<file path="src/rtl/csr_access_unit_pkg.sv">
// Shared constants for the CSR access unit: funct3 encodings, FSM state codes,
// privilege levels and the illegal-instruction cause.
package csr_access_unit_pkg;

  localparam logic [2:0] F3_RW  = 3'b001;
  localparam logic [2:0] F3_RS  = 3'b010;
  localparam logic [2:0] F3_RC  = 3'b011;
  localparam logic [2:0] F3_RWI = 3'b101;
  localparam logic [2:0] F3_RSI = 3'b110;
  localparam logic [2:0] F3_RCI = 3'b111;

  // Low two funct3 bits select the operation; bit 2 selects the immediate form.
  localparam logic [1:0] OP_RW = 2'b01;
  localparam logic [1:0] OP_RS = 2'b10;
  localparam logic [1:0] OP_RC = 2'b11;

  localparam logic [1:0] PRIV_U = 2'd0;
  localparam logic [1:0] PRIV_S = 2'd1;
  localparam logic [1:0] PRIV_M = 2'd3;

  localparam int CAUSE_ILLEGAL_INSN = 2;

  typedef enum logic [1:0] {
    ST_IDLE  = 2'd0,
    ST_READ  = 2'd1,
    ST_WRITE = 2'd2,
    ST_RESP  = 2'd3
  } state_t;

  function automatic logic is_read_only(input logic [11:0] addr);
    return addr[11:10] == 2'b11;
  endfunction

endpackage

</file>
<file path="src/rtl/csr_access_unit_if.sv">
// Execute-stage request/response handshake plus CSR file read/write port.
// slave = the access unit, master = whoever drives requests and models the CSR file.
interface csr_access_unit_if #(parameter int XLEN = 64);
  logic            req_valid_i;
  logic            req_ready_o;
  logic [2:0]      funct3_i;
  logic [11:0]     csr_addr_i;
  logic [XLEN-1:0] rs1_data_i;
  logic [4:0]      zimm_i;
  logic [4:0]      rd_idx_i;
  logic [1:0]      priv_i;
  logic            flush_i;
  logic [11:0]     csr_raddr_o;
  logic [XLEN-1:0] csr_rdata_i;
  logic [11:0]     csr_waddr_o;
  logic            csr_wen_o;
  logic [XLEN-1:0] csr_wdata_o;
  logic            resp_valid_o;
  logic            resp_ready_i;
  logic [XLEN-1:0] resp_rdata_o;
  logic            exception_o;
  logic [XLEN-1:0] cause_o;

  modport slave (
    input  req_valid_i, funct3_i, csr_addr_i, rs1_data_i, zimm_i, rd_idx_i, priv_i,
           flush_i, csr_rdata_i, resp_ready_i,
    output req_ready_o, csr_raddr_o, csr_waddr_o, csr_wen_o, csr_wdata_o,
           resp_valid_o, resp_rdata_o, exception_o, cause_o
  );

  modport master (
    output req_valid_i, funct3_i, csr_addr_i, rs1_data_i, zimm_i, rd_idx_i, priv_i,
           flush_i, csr_rdata_i, resp_ready_i,
    input  req_ready_o, csr_raddr_o, csr_waddr_o, csr_wen_o, csr_wdata_o,
           resp_valid_o, resp_rdata_o, exception_o, cause_o
  );
endinterface

</file>
<file path="src/rtl/csr_access_unit_check.sv">
// Combinational legality and write-enable decision for a Zicsr request.
// Behaviour for writes to read-only CSRs depends on CSR_RO_CHECK_EN.
module csr_access_check
  import csr_access_unit_pkg::*;
(
  input  logic [2:0]  funct3,
  input  logic [11:0] addr,
  input  logic [4:0]  zimm,
  input  logic [1:0]  priv,
  output logic        legal,
  output logic        wr_en
);

  logic bad_op;
  logic bad_priv;
  logic wr_req;
  logic ro;

  assign bad_op   = funct3[1:0] == 2'b00;
  assign bad_priv = addr[9:8] > priv;
  // Set/clear with rs1 index x0 (or zimm 0) is a pure read.
  assign wr_req   = (funct3[1:0] == OP_RW) || (zimm != 5'd0);
  assign ro       = is_read_only(addr);

`ifdef CSR_RO_CHECK_EN
  assign legal = !bad_op && !bad_priv && !(wr_req && ro);
  assign wr_en = wr_req;
`else
  assign legal = !bad_op && !bad_priv;
  assign wr_en = wr_req && !ro;
`endif

endmodule

</file>
<file path="src/rtl/csr_access_unit.sv">
// Zicsr read-modify-write sequencer: accept -> READ -> WRITE -> RESP, response at cycle 3
// (cycle 1 when illegal); holds the response until resp_ready_i. Optional macro: CSR_RO_CHECK_EN.
module csr_access_unit
  import csr_access_unit_pkg::*;
#(
  parameter int XLEN          = 64,
  parameter int ILLEGAL_CAUSE = CAUSE_ILLEGAL_INSN
) (
  input  logic              clock,
  input  logic              reset_n,
  csr_access_unit_if.slave  bus
);

  state_t          state_q, state_d;
  logic            legal;
  logic            wr_en;
  logic            accept;
  logic [11:0]     addr_q;
  logic [1:0]      op_q;
  logic [XLEN-1:0] src_q;
  logic [XLEN-1:0] old_q;
  logic            wen_q;
  logic            exc_q;
  logic [XLEN-1:0] wdata;

  csr_access_check u_check (
    .funct3 (bus.funct3_i),
    .addr   (bus.csr_addr_i),
    .zimm   (bus.zimm_i),
    .priv   (bus.priv_i),
    .legal  (legal),
    .wr_en  (wr_en)
  );

  assign accept = (state_q == ST_IDLE) && bus.req_valid_i && !bus.flush_i;

  always_ff @(posedge clock or negedge reset_n) begin
    if (!reset_n) state_q <= ST_IDLE;
    else          state_q <= state_d;
  end

  always_comb begin
    state_d = state_q;
    if (bus.flush_i) begin
      state_d = ST_IDLE;
    end else begin
      case (state_q)
        ST_IDLE:  if (bus.req_valid_i) state_d = legal ? ST_READ : ST_RESP;
        ST_READ:  state_d = ST_WRITE;
        ST_WRITE: state_d = ST_RESP;
        ST_RESP:  if (bus.resp_ready_i) state_d = ST_IDLE;
        default:  state_d = ST_IDLE;
      endcase
    end
  end

  always_ff @(posedge clock or negedge reset_n) begin
    if (!reset_n) begin
      addr_q <= '0;
      op_q   <= '0;
      src_q  <= '0;
      old_q  <= '0;
      wen_q  <= 1'b0;
      exc_q  <= 1'b0;
    end else if (accept) begin
      addr_q <= bus.csr_addr_i;
      op_q   <= bus.funct3_i[1:0];
      src_q  <= bus.funct3_i[2] ? {{(XLEN-5){1'b0}}, bus.zimm_i} : bus.rs1_data_i;
      old_q  <= '0;
      wen_q  <= wr_en;
      exc_q  <= !legal;
    end else if (state_q == ST_READ) begin
      old_q  <= bus.csr_rdata_i;
    end
  end

  always_comb begin
    case (op_q)
      OP_RW:   wdata = src_q;
      OP_RS:   wdata = old_q | src_q;
      default: wdata = old_q & ~src_q;
    endcase
  end

  always_comb begin
    bus.req_ready_o  = state_q == ST_IDLE;
    bus.csr_raddr_o  = (state_q == ST_READ) ? addr_q : '0;
    bus.csr_waddr_o  = (state_q == ST_WRITE) ? addr_q : '0;
    bus.csr_wdata_o  = (state_q == ST_WRITE) ? wdata : '0;
    // A flush landing on the WRITE cycle must kill the write in that same cycle.
    bus.csr_wen_o    = (state_q == ST_WRITE) && wen_q && !bus.flush_i;
    bus.resp_valid_o = state_q == ST_RESP;
    bus.resp_rdata_o = (state_q == ST_RESP) ? old_q : '0;
    bus.exception_o  = (state_q == ST_RESP) && exc_q;
    bus.cause_o      = ((state_q == ST_RESP) && exc_q) ? XLEN'(ILLEGAL_CAUSE) : '0;
  end

endmodule
</file>
<file path="src/flat_wrapper.sv">
// flat-port wrapper written by rule: the top's interface ports become plain ports
module csr_access_unit_flat import csr_access_unit_pkg::*;
#(
  parameter int XLEN          = 64,
  parameter int ILLEGAL_CAUSE = CAUSE_ILLEGAL_INSN
)
  (clock, reset_n, bus_req_valid_i, bus_funct3_i, bus_csr_addr_i, bus_rs1_data_i, bus_zimm_i, bus_rd_idx_i, bus_priv_i, bus_flush_i, bus_csr_rdata_i, bus_resp_ready_i, bus_req_ready_o, bus_csr_raddr_o, bus_csr_waddr_o, bus_csr_wen_o, bus_csr_wdata_o, bus_resp_valid_o, bus_resp_rdata_o, bus_exception_o, bus_cause_o);
  csr_access_unit_if #(.XLEN(XLEN)) bus_i ();
  input  logic clock;
  input  logic reset_n;
  input wire logic [$bits(bus_i.req_valid_i)-1:0] bus_req_valid_i;
  input wire logic [$bits(bus_i.funct3_i)-1:0] bus_funct3_i;
  input wire logic [$bits(bus_i.csr_addr_i)-1:0] bus_csr_addr_i;
  input wire logic [$bits(bus_i.rs1_data_i)-1:0] bus_rs1_data_i;
  input wire logic [$bits(bus_i.zimm_i)-1:0] bus_zimm_i;
  input wire logic [$bits(bus_i.rd_idx_i)-1:0] bus_rd_idx_i;
  input wire logic [$bits(bus_i.priv_i)-1:0] bus_priv_i;
  input wire logic [$bits(bus_i.flush_i)-1:0] bus_flush_i;
  input wire logic [$bits(bus_i.csr_rdata_i)-1:0] bus_csr_rdata_i;
  input wire logic [$bits(bus_i.resp_ready_i)-1:0] bus_resp_ready_i;
  output wire logic [$bits(bus_i.req_ready_o)-1:0] bus_req_ready_o;
  output wire logic [$bits(bus_i.csr_raddr_o)-1:0] bus_csr_raddr_o;
  output wire logic [$bits(bus_i.csr_waddr_o)-1:0] bus_csr_waddr_o;
  output wire logic [$bits(bus_i.csr_wen_o)-1:0] bus_csr_wen_o;
  output wire logic [$bits(bus_i.csr_wdata_o)-1:0] bus_csr_wdata_o;
  output wire logic [$bits(bus_i.resp_valid_o)-1:0] bus_resp_valid_o;
  output wire logic [$bits(bus_i.resp_rdata_o)-1:0] bus_resp_rdata_o;
  output wire logic [$bits(bus_i.exception_o)-1:0] bus_exception_o;
  output wire logic [$bits(bus_i.cause_o)-1:0] bus_cause_o;
  assign bus_i.req_valid_i = bus_req_valid_i;
  assign bus_i.funct3_i = bus_funct3_i;
  assign bus_i.csr_addr_i = bus_csr_addr_i;
  assign bus_i.rs1_data_i = bus_rs1_data_i;
  assign bus_i.zimm_i = bus_zimm_i;
  assign bus_i.rd_idx_i = bus_rd_idx_i;
  assign bus_i.priv_i = bus_priv_i;
  assign bus_i.flush_i = bus_flush_i;
  assign bus_i.csr_rdata_i = bus_csr_rdata_i;
  assign bus_i.resp_ready_i = bus_resp_ready_i;
  assign bus_req_ready_o = bus_i.req_ready_o;
  assign bus_csr_raddr_o = bus_i.csr_raddr_o;
  assign bus_csr_waddr_o = bus_i.csr_waddr_o;
  assign bus_csr_wen_o = bus_i.csr_wen_o;
  assign bus_csr_wdata_o = bus_i.csr_wdata_o;
  assign bus_resp_valid_o = bus_i.resp_valid_o;
  assign bus_resp_rdata_o = bus_i.resp_rdata_o;
  assign bus_exception_o = bus_i.exception_o;
  assign bus_cause_o = bus_i.cause_o;
  csr_access_unit #(.XLEN(XLEN), .ILLEGAL_CAUSE(ILLEGAL_CAUSE)) u_core (.clock(clock), .reset_n(reset_n), .bus(bus_i));
endmodule
</file>
<file path="config.mk">
export PLATFORM = sky130hd
export DESIGN_NAME = csr_access_unit_flat
export DESIGN_NICKNAME = d
export VERILOG_FILES = /design/src/rtl/csr_access_unit_pkg.sv /design/src/rtl/csr_access_unit_if.sv /design/src/rtl/csr_access_unit_check.sv /design/src/rtl/csr_access_unit.sv /design/src/flat_wrapper.sv
export SDC_FILE = /design/constraint.sdc
export NUM_CORES = 1
export LEC_CHECK = 0
export BUFFER_PORTS_ARGS = -buffer_cell sky130_fd_sc_hd__buf_2
export CAP_MARGIN = 20
export CORE_AREA = 5 5 143 145
export DETAILED_ROUTE_END_ITERATION = 6
export DIE_AREA = 0 0 148 150
export PLACE_DENSITY = 0.76
export SETUP_SLACK_MARGIN = 0.02
export SLEW_MARGIN = 20
export SYNTH_ARGS = -nofsm -noshare
export SYNTH_HDL_FRONTEND = slang
export SYNTH_SLANG_ARGS = --single-unit
</file>
<file path="constraint.sdc">
create_clock -name clock -period 3.6 [get_ports clock]
set_clock_uncertainty 0.15 [all_clocks]
set_input_delay 0.18 -clock clock [delete_from_list [all_inputs] [get_ports clock]]
set_output_delay 0.18 -clock clock [all_outputs]
set_load 0.05 [all_outputs]
</file>
==> flow_summary_export.csv, run 1 <==
group,metric,value,unit
finish,multi_input_area,4370,um2
routing,drcViolationCount,0,
global_route,use_met1,0.302,
clock_tree,path_clk_slew,0.05,ns
logic_synthesis,syn_area,8630,um2
finish,drive_gt1_frac,0.250,
floorplanning,die_x,148,um
sta,slew_headroom,0.399,
power_and_ir_drop,seqPwrFrac,0.313,
routing,drt-total-wl,29400,um
sta,worst_hold_slack,0.0237,ns
power_and_ir_drop,swShare,0.499,
place,portBuffers,311,
global_route,antenna_found_initial,1,
finish,register_area,3650,um2
global_route,grt_pass1_wl,45800,um
run,cap_violations,0,
global_route,global_route.usage.met3,0.0542,
critical_path,worstSetupStartpointType,"register",
floorplanning,io_pins,380,
global_route,grt_max_degree,94,
floorplanning,die_h,150,um
finish,area_growth,41.0,%
critical_path,critical_path_required,3.27,ns
clock_tree,cts_tree,"done",
clock_tree,cts.repair.resized,0,
critical_path,crit_path_end_kind,"output pin",
routing,viasPerCell,5.15,
clock_tree,clock-sinks,146,
routing,wl_per_cell,17.3,um
routing,vias,8773,
critical_path,path_class,"reg -> out",
logic_synthesis,synth_seq_cells,146,
critical_path,reg2reg_to,"u_core.src_q[49]",
clock_tree,root_buffer,"clkbuf_16",
power_and_ir_drop,clkPwrFrac,0.178,
critical_path,critPathMaxFanout,36,
sta,tns,0,ns
power_and_ir_drop,internal-power,4920,uW
place,gp_congestion,0.841,
routing,postRouteAntennaNets,0,
worst_hold_path,hold_class,"in -> reg",
finish,final_nets,1619,
worst_hold_path,min_from,"bus_resp_ready_i",
place,dp_hpwl,18000,um
global_route,grt_pass1_vias,8918,
finish,nFillCells,1492,
critical_path,rrSetupSlack,1.30,ns
logic_synthesis,netlist_instances,1035,
critical_path,crit_buf_inv,3,
power_and_ir_drop,combinationalPowerShare,0.509,
global_route,top_usage_layer,"met2",
critical_path,max_stage_delay,0.53,ns
power_and_ir_drop,max-vdd-ir-drop,0.630,mV
sta,max_freq,323,MHz
global_route,overflow,0,
power_and_ir_drop,p_switching,4890,uW
critical_path,timing.rr.start,"u_core.state_q[0]",
sta,period_share,0.859,
floorplanning,core_region_area,19100,um2
logic_synthesis,avgSynthCellArea,8.34,um2
clock_tree,cts_setup_buffers,0,
clock_tree,cts_buffers,17,
critical_path,cp.arrival,2.76,ns
power_and_ir_drop,leakagePower,0.00641,uW
status,status,"finished, final reports clean",
critical_path,path_cells,"inv_1 -> ha_2 -> or2_2 -> buf_4 -> a21oi_1 -> nor2_1 -> buf_2",
global_route,grt_usage,0.258,
critical_path,slowest_stage,"or2_2",
clock_tree,clk_latency,0.41,ns
logic_synthesis,yosysSeqAreaShare,0.423,
sta,slew_violations,0,
routing,first_pass_iters,5,
sta,rsz0062_at_grt,"false",
sta,hold_violations,0,
sta,tightest_slew,0.901,ns
logic_synthesis,yosys.area.top_type_share,0.423,
critical_path,crit_family,"buffers and inverters",
sta,finalSetupViolCount,0,
worst_hold_path,hold_path_end,"u_core.state_q[1]",
critical_path,r2r_cells,7,
sta,fin_crit,3.09,ns
worst_hold_path,min_path_cells,4,
logic_synthesis,yosysWarnings,0,
floorplanning,initial_utilization,0.452,
logic_synthesis,synth.distinct_cells,28,
logic_synthesis,synth_area_leader_cell,"dfrtp_1",
logic_synthesis,synth_area_leaders,"dfrtp_1 42%, nand2_1 9.8%, mux2i_1 8.0%",
floorplanning,die_area,22200,um2
routing,drt_iter0_drc,554,
power_and_ir_drop,p_per_area,806,nW/um2
clock_tree,clock_path_buffers,2,
clock_tree,htreeDepth,4,
floorplanning,rows,51,
global_route,gr-usage-met2,0.453,
==> registers in the layout, indices dropped and copies added (netlist names) <==
name            flops
u_core.old_q       64
u_core.addr_q      12
u_core.exc_q        1
u_core.state_q      2
u_core.wen_q        1
u_core.op_q         2
u_core.src_q       64
==> worst min-delay path: stages <==
cell and delay (ns):
buf_2 0.08, o22ai_1 0.12, nand2_1 0.09, a21oi_1 0.06
==> repair_timing <==
action | CTS | global route
setup endpoints to repair | 0 | 0
endpoints found under the hold margin | 229 | 0
hold buffers | 149 | 0
==> power by group through the flow <==
| stage | Sequential (uW) | Combinational [uW] | Clock [uW] |
|---|---|---|---|
| CTS | 3030 | 4940 | 1780 |
| global route | 3160 | 5430 | 1850 |
| detailed placement | 3050 | 4790 | 0 |
| floorplan | 2850 | 3780 | 0 |
| global placement | 3010 | 4700 | 0 |
| finish | 3070 | 4990 | 1750 |
==> cell usage in the layout (no fill, tap or decap), types with 2 or more instances in the layout <==
cell type / Yosys / layout
clkinv_2: 0 / 2
a21oi_1: 67 / 67
o21ai_0: 9 / 9
inv_1: 9 / 9
dlygate4sd3_1: 0 / 149
buf_4: 68 / 11
nor2b_1: 2 / 2
o211ai_1: 64 / 64
inv_6: 0 / 3
clkinvlp_4: 0 / 3
conb_1: 1 / 63
bufinv_16: 0 / 2
diode_2: 0 / 2
nor2_1: 133 / 132
dfrtp_1: 146 / 146
ha_2: 0 / 4
ha_1: 9 / 4
clkbuf_16: 0 / 17
nand3b_1: 59 / 59
and2_1: 89 / 89
buf_2: 35 / 310
buf_12: 0 / 5
nand2_1: 226 / 226
clkbuf_1: 28 / 2
mux2i_1: 69 / 69
==> layout make-up <==
cell class	count	area share
diodes	2	0.000411
repair buffers	476	0.266
flip-flops and latches	146	0.300
clock buffers	20	0.0367
well taps	238	0.0245
multi-input cells	800	0.359
clock inverters	11	0.0105
inverters	9	0.00278
==> metal layers <==
| layer | up-vias | routed length, um |
|---|---|---|
| li1 | 4107 | - |
| met1 | 4127 | 11500 |
| met2 | 450 | 14800 |
| met3 | 89 | 2090 |
| met4 | 0 | 1050 |
| met5 | - | 0 |
==> cells in the mapped netlist <==
| library cell | instances |
|---|---|
| o21ai_0 | 9 |
| buf_2 | 35 |
| buf_6 | 1 |
| buf_4 | 68 |
| or2_1 | 1 |
| nor2_1 | 133 |
| mux2i_1 | 69 |
| or2_2 | 1 |
| ha_1 | 9 |
| and2_1 | 89 |
| a211oi_1 | 1 |
| a211o_1 | 1 |
| clkbuf_1 | 28 |
| a21oi_1 | 67 |
| nor3_1 | 1 |
| a221oi_2 | 1 |
| o22ai_1 | 1 |
| nor2b_1 | 2 |
| conb_1 | 1 |
| and3b_1 | 1 |
| inv_1 | 9 |
| nand3b_1 | 59 |
| o211ai_1 | 64 |
| nand2_1 | 226 |
| dfrtp_1 | 146 |
| buf_1 | 10 |
| a21o_1 | 1 |
| nor4_1 | 1 |
==> worst max-delay path by stage <==
stage	start	endpoint	slack (ns)	cells past startpoint
floorplan	u_core.state_q[1]	bus_cause_o[1]	1.14	5
global placement	u_core.op_q[0]	bus_csr_wdata_o[47]	1.01	7
detailed placement	u_core.op_q[0]	bus_csr_wdata_o[47]	0.97	7
CTS	u_core.op_q[0]	bus_csr_wdata_o[40]	0.52	7
global route	u_core.op_q[0]	bus_csr_wdata_o[56]	0.31	7
finish	u_core.op_q[0]	bus_csr_wdata_o[56]	0.51	7
==> cells by family after synthesis <==
group | synth area share
adders and majority gates | 0.0130
AOI/OAI and AO/OA | 0.105
and+or+nand+nor | 0.277
buffers and inverters | 0.101
muxes | 0.0800
other | 0.000434
DFF | 0.423
==> stage by stage <==
| step | area [um2] | total power [uW] | instances | utilization | worst slack [ns] |
|---|---|---|---|---|---|
| after CTS | 12200 | 9750 | 1700 | 0.638 | 0.520 |
| after floorplan | 8860 | 6620 | 1097 | - | 1.14 |
| after detailed placement | 10100 | 7850 | 1520 | 0.529 | 0.970 |
| final | 12200 | 9810 | 1702 | 0.638 | 0.508 |
| after global routing | 12200 | 10400 | 1701 | 0.638 | 0.308 |
| after global placement | 10100 | 7710 | 1520 | 0.529 | 1.01 |
(Power assumes the default switching activity.)
==> inputs of run 2 (changes only) <==
Settings changed: ABC_AREA set to 1, CORE_AREA 5 5 143 145 to 5 5 144 146, DIE_AREA 0 0 148 150 to 0 0 149 151.
==> run 2 against run 1 <==
Compared with the run above: sequential share of layout area down 0.65 points; clock-buffer cell count down 1; highest routed layer unchanged; largest cell class unchanged; combinational power up 5.6%; non-clock buffer count unchanged; synthesized cell count up 16%; clock power about the same; core utilization up 0.77 points.
==> flow_summary_export.csv, run 2 <==
group,metric,value,unit
finish,final_cell_mix,"397 x nand2_1, 310 x buf_2, 167 x inv_1",
run,cap_violations,0,
sta,slew_violations,0,
logic_synthesis,synth-compound-area-share,0.148,
clock_tree,clk_latency,0.41,ns
routing,vias,9335,
finish,drive_gt1_frac,0.244,
sta,tightest_slew,0.818,ns
finish,diodes,0,
floorplanning,die_h,151,um
power_and_ir_drop,clkPwrFrac,0.171,
finish,nFillCells,1557,
place,pre_cts_ws,1.27,ns
power_and_ir_drop,p_switching,5100,uW
finish,layout_commonest_cell,"nand2_1",
logic_synthesis,ys.flop_type,"dfrtp_1",
power_and_ir_drop,p_per_area,810,nW/um2
floorplanning,core_region_area,19300,um2
global_route,overflow,0,
sta,hold_violations,0,
clock_tree,htreeDepth,4,
global_route,grt_usage,0.253,
floorplanning,die_x,149,um
critical_path,cp.arrival,3.06,ns
sta,finalSetupViolCount,0,
logic_synthesis,synth.distinct_cells,21,
critical_path,path_class,"reg -> reg",
critical_path,critPathMaxFanout,30,
clock_tree,cts_buffers,17,
logic_synthesis,synth_top_family_by_area,"simple AND/OR/NAND/NOR gates",
logic_synthesis,yosys.area.top_type_share,0.410,
clock_tree,root_buffer,"clkbuf_16",
place,gp_congestion,0.819,
clock_tree,cts.repair.resized,0,
critical_path,worstSetupStartpointType,"register",
global_route,grt_pass1_wl,45800,um
routing,postRouteAntennaNets,0,
power_and_ir_drop,internal-power,4990,uW
critical_path,critical_path_required,3.80,ns
power_and_ir_drop,combinationalPowerShare,0.523,
logic_synthesis,synthSimpleGateAreaFrac,0.176,
logic_synthesis,synth.most_common_cell,"nand2_1",
routing,drt_iter0_drc,627,
logic_synthesis,avgSynthCellArea,7.41,um2
power_and_ir_drop,swShare,0.505,
clock_tree,clock_path_buffers,2,
logic_synthesis,synth_edf_count,0,
sta,period_share,0.793,
place,dp_hpwl,17400,um
logic_synthesis,synthXorXnorAreaFrac,0,
finish,reg.largest.list,"u_core.old_q (64), u_core.src_q (64), u_core.addr_q (12)",
floorplanning,io_pins,380,
logic_synthesis,synth_area_leader_cell,"dfrtp_1",
floorplanning,initial_utilization,0.462,
routing,first_pass_iters,6,
routing,drt-total-wl,29300,um
floorplanning,rows,51,
power_and_ir_drop,seqPwrFrac,0.306,
power_and_ir_drop,leakagePower,0.00737,uW
sta,tns,0,ns
sta,layout_setup_ws,0.746,ns
critical_path,crit_path_end_kind,"register",
sta,slew_headroom,0.455,
logic_synthesis,netlist_instances,1202,
logic_synthesis,synth_area_leaders,"dfrtp_1 41%, nand2_1 17%, a21oi_1 7.1%",
floorplanning,die_area,22500,um2
sta,rsz0062_at_grt,"false",
logic_synthesis,syn_area,8900,um2
logic_synthesis,async_flop_share,1.00,
clock_tree,cts_tree,"done",
logic_synthesis,synthMuxAreaShare,0.0810,
logic_synthesis,yosysWarnings,0,
global_route,grt_max_degree,111,
worst_hold_path,hold_class,"in -> reg",
logic_synthesis,yosysSeqAreaShare,0.410,
global_route,grt_pass1_vias,9232,
routing,wl_per_cell,15.4,um
clock_tree,clock-sinks,146,
place,portBuffers,311,
logic_synthesis,yosys.area_share.adder,0.0126,
logic_synthesis,ys_top_cells_by_count,"397 x nand2_1, 167 x inv_1, 146 x dfrtp_1",
finish,final_nets,1792,
global_route,antenna_found_initial,0,
routing,viasPerCell,4.91,
status,status,"finished, final reports clean",
sta,max_freq,350,MHz
routing,drcViolationCount,0,
finish,area_growth,39.8,%
power_and_ir_drop,max-vdd-ir-drop,0.509,mV
logic_synthesis,synth_seq_cells,146,
power_and_ir_drop,finalPower,10100,uW
clock_tree,path_clk_slew,0.07,ns
sta,fin_crit,2.85,ns
==> run 2: cell type report <==
type	instances	area (um2)	share of cell area
Tap cell	265	332	0.0266
Inverter	169	634	0.0510
Sequential cell	146	3650	0.294
Clock buffer	19	443	0.0356
Clock inverter	13	126	0.0102
Multi-Input combinational cell	813	4000	0.321
Timing Repair Buffer	476	3260	0.262
==> run 2: power groups by stage <==
stage	sequential, uW	clock (uW)	combinational [uW]
detailed placement	3070	0	5030
global placement	3030	0	4950
global route	3190	1830	5740
finish	3090	1720	5270
CTS	3050	1750	5210
floorplan	2900	0	4020
==> run 2: worst paths after layout <==
path	to	from	slack, ns	depth (start not counted)
min in group asynchronous	u_core.old_q[28]	reset_n	0.21	2
setup reg to reg	u_core.src_q[4]	u_core.state_q[0]	0.75	7
setup / recovery	u_core.src_q[4]	u_core.state_q[0]	0.75	7
max in group asynchronous	u_core.src_q[56]	reset_n	2.18	3
hold / removal	u_core.state_q[0]	bus_req_valid_i	0.08	5
hold reg to reg	u_core.addr_q[0]	u_core.addr_q[0]	0.36	2
==> run 2: repair_timing <==
action,CTS,global route
hold endpoints to repair,229,0
setup buffers,0,0
hold buffers,152,0
==> run 2: cells by family after synthesis <==
logic type	after synthesis
compound gates	262
other cells	1
fa+ha+maj	9
mux	64
buf+inv	305
flops	146
simple gates	415
==> run 2: worst max-delay path, cell delays in order, from the launching register on <==
cell and delay [ns]:
dfrtp_1 0.44, inv_1 0.14, ha_1 0.25, nand3_4 0.33, inv_1 0.63, nor2_1 0.09
a31oi_1 0.19, dlygate4sd3_1 0.58
==> run 2: per-stage QoR <==
stage	instance area, um2	util	hold WS (ns)	instances
6_report	12400	0.646	0.0800	1901
3_5_place_dp	10400	0.537	0.136	1717
2_1_floorplan	9140	-	-0.266	1264
5_1_grt	12400	0.646	0.115	1901
3_3_place_gp	10400	0.537	0.143	1717
4_1_cts	12400	0.646	0.0393	1901
==> run 2: layer usage <==
layer	share of wire	wire length, um	up-vias	track usage
met3	0.078	2290	91	0.0503
met1	0.39	11500	4276	0.309
met2	0.49	14400	500	0.434
li1	-	-	4468	-
met5	0	0	-	0
met4	0.037	1070	0	0.118
==> inputs of run 3 (changes only) <==
Settings changed: ABC_AREA 1 to 0, CORE_AREA 5 5 144 146 to 5 5 145 147, DIE_AREA 0 0 149 151 to 0 0 150 152, PLACE_DENSITY 0.76 to 0.74.
Clock period 3.6 ns to 2.9 ns, I/O delays scaled along.
==> run 3 against run 2 <==
Compared with the run above: first-iteration DRC count decreased by 10%; clock power increased by 36%; total power increased by 23%; final area decreased by 1.1%; core utilization decreased by 2.3 points; routed wire length increased by 0.96%; hold slack got worse by 0.019 ns; critical endpoint is now bus_csr_wdata_o[28]; largest cell class unchanged.
==> flow_summary_export.csv, run 3 (synthesized netlist as in run 1, its figures left out) <==
group,metric,value,unit
finish,layout_commonest_cell,"buf_2",
sta,slew_violations,0,
floorplanning,die_area,22800,um2
critical_path,critical_path_required,2.61,ns
finish,area_growth,42.6,%
clock_tree,clock_path_buffers,2,
floorplanning,core_region_area,19800,um2
sta,tns,0,ns
routing,postRouteAntennaNets,0,
clock_tree,path_clk_slew,0.06,ns
power_and_ir_drop,leakagePower,0.00646,uW
finish,reg.largest.list,"u_core.old_q (64), u_core.src_q (64), u_core.addr_q (12)",
global_route,grt_pass1_vias,8971,
global_route,grt_usage,0.255,
power_and_ir_drop,finalPower,12400,uW
routing,drcViolationCount,0,
global_route,grt_max_degree,140,
clock_tree,htreeDepth,4,
sta,max_freq,374,MHz
status,status,"finished, final reports clean",
critical_path,worstSetupStartpointType,"register",
sta,fin_crit,2.68,ns
place,gp_congestion,0.837,
power_and_ir_drop,max-vdd-ir-drop,0.662,mV
global_route,grt_pass1_wl,46900,um
floorplanning,io_pins,380,
worst_hold_path,min_from,"bus_req_valid_i",
place,pre_cts_ws,0.510,ns
sta,rsz0062_at_grt,"false",
clock_tree,cts_buffers,17,
floorplanning,rows,52,
global_route,antenna_found_initial,2,
sta,tightest_slew,0.787,ns
power_and_ir_drop,p_per_area,1010,nW/um2
finish,final_nets,1622,
clock_tree,clock-sinks,146,
sta,slew_headroom,0.476,
sta,layout_setup_ws,0.223,ns
sta,worst_hold_slack,0.0607,ns
routing,vias,8833,
floorplanning,die_x,150,um
sta,hold_violations,0,
clock_tree,clk_latency,0.41,ns
clock_tree,root_buffer,"clkbuf_16",
finish,nFillCells,1616,
place,dp_hpwl,17800,um
routing,wl_per_cell,17.0,um
place,portBuffers,311,
global_route,overflow,0,
routing,viasPerCell,5.08,
routing,first_pass_iters,6,
critical_path,timing.rr.start,"u_core.state_q[0]",
critical_path,path_class,"reg -> out",
sta,period_share,0.923,
finish,drive_gt1_frac,0.251,
clock_tree,cts_tree,"done",
critical_path,cp.arrival,2.38,ns
clock_tree,cts_setup_buffers,0,
floorplanning,die_h,152,um
worst_hold_path,hold_class,"in -> reg",
run,cap_violations,0,
routing,drt_iter0_drc,563,
sta,finalSetupViolCount,0,
critical_path,critPathMaxFanout,64,
critical_path,crit_path_end_kind,"output pin",
finish,final_cell_mix,"310 x buf_2, 226 x nand2_1, 151 x dlygate4sd3_1",
routing,drt-total-wl,29600,um
finish,utilization,0.622,
floorplanning,initial_utilization,0.436,
critical_path,startpoint,"u_core.op_q[0]",
-- run 3: worst paths after layout --
kind                       cells after the start                   to  slack, ns
max                                            7  bus_csr_wdata_o[28]       0.22
min                                            4    u_core.state_q[0]       0.06
max reg2reg                                    7    u_core.state_q[1]       0.60
min reg2reg                                    1         u_core.wen_q       0.33
max in group asynchronous                      3     u_core.old_q[42]       1.68
min in group asynchronous                      2     u_core.old_q[39]       0.12
-- run 3: metal layers --
| layer | GRT usage | vias to the layer above | part of all wire |
|---|---|---|---|
| met3 | 0.0447 | 89 | 0.070 |
| met5 | 0 | - | 0 |
| li1 | - | 4127 | - |
| met4 | 0.130 | 0 | 0.044 |
| met1 | 0.308 | 4150 | 0.39 |
| met2 | 0.434 | 467 | 0.50 |
-- run 3: through the flow --
| step | instances | instance area [um2] |
|---|---|---|
| after floorplan | 1097 | 8860 |
| after global placement | 1553 | 10200 |
| after detailed placement | 1553 | 10200 |
| after CTS | 1736 | 12300 |
| after global routing | 1738 | 12300 |
| final | 1738 | 12300 |
-- run 3: area by class of cell --
cell class / instances / area [um2] / share of cell area
clock inverter: 12 / 169 / 0.0137
clock buffer: 20 / 457 / 0.0371
timing repair buffer: 479 / 3280 / 0.266
inverter: 9 / 33.8 / 0.00275
multi-input combinational: 800 / 4370 / 0.355
sequential: 146 / 3650 / 0.297
antenna: 2 / 5.00 / 0.000407
tap: 270 / 338 / 0.0275
-- run 3: power by group --
group	total, uW	leakage, uW	switching, uW	internal (uW)
Combinational	6210	0.00429	4320	1890
Clock	2340	0.000300	920	1420
Sequential	3820	0.00187	868	2950
Total	12400	0.00646	6110	6260
-- run 3: timing repair --
item | CTS | global route
hold endpoints to repair | 203 | 0
resized for setup | 0 | 1
setup endpoints to repair | 0 | 36
hold buffers | 151 | 0
-- run 3: worst max-delay path: stages, from the launching register on --
cell and delay (ns):
dfrtp_1 0.35, inv_1 0.06, ha_2 0.32, buf_4 0.57, nand2_1 0.15, o211ai_1 0.17
nor2_1 0.07, buf_2 0.21
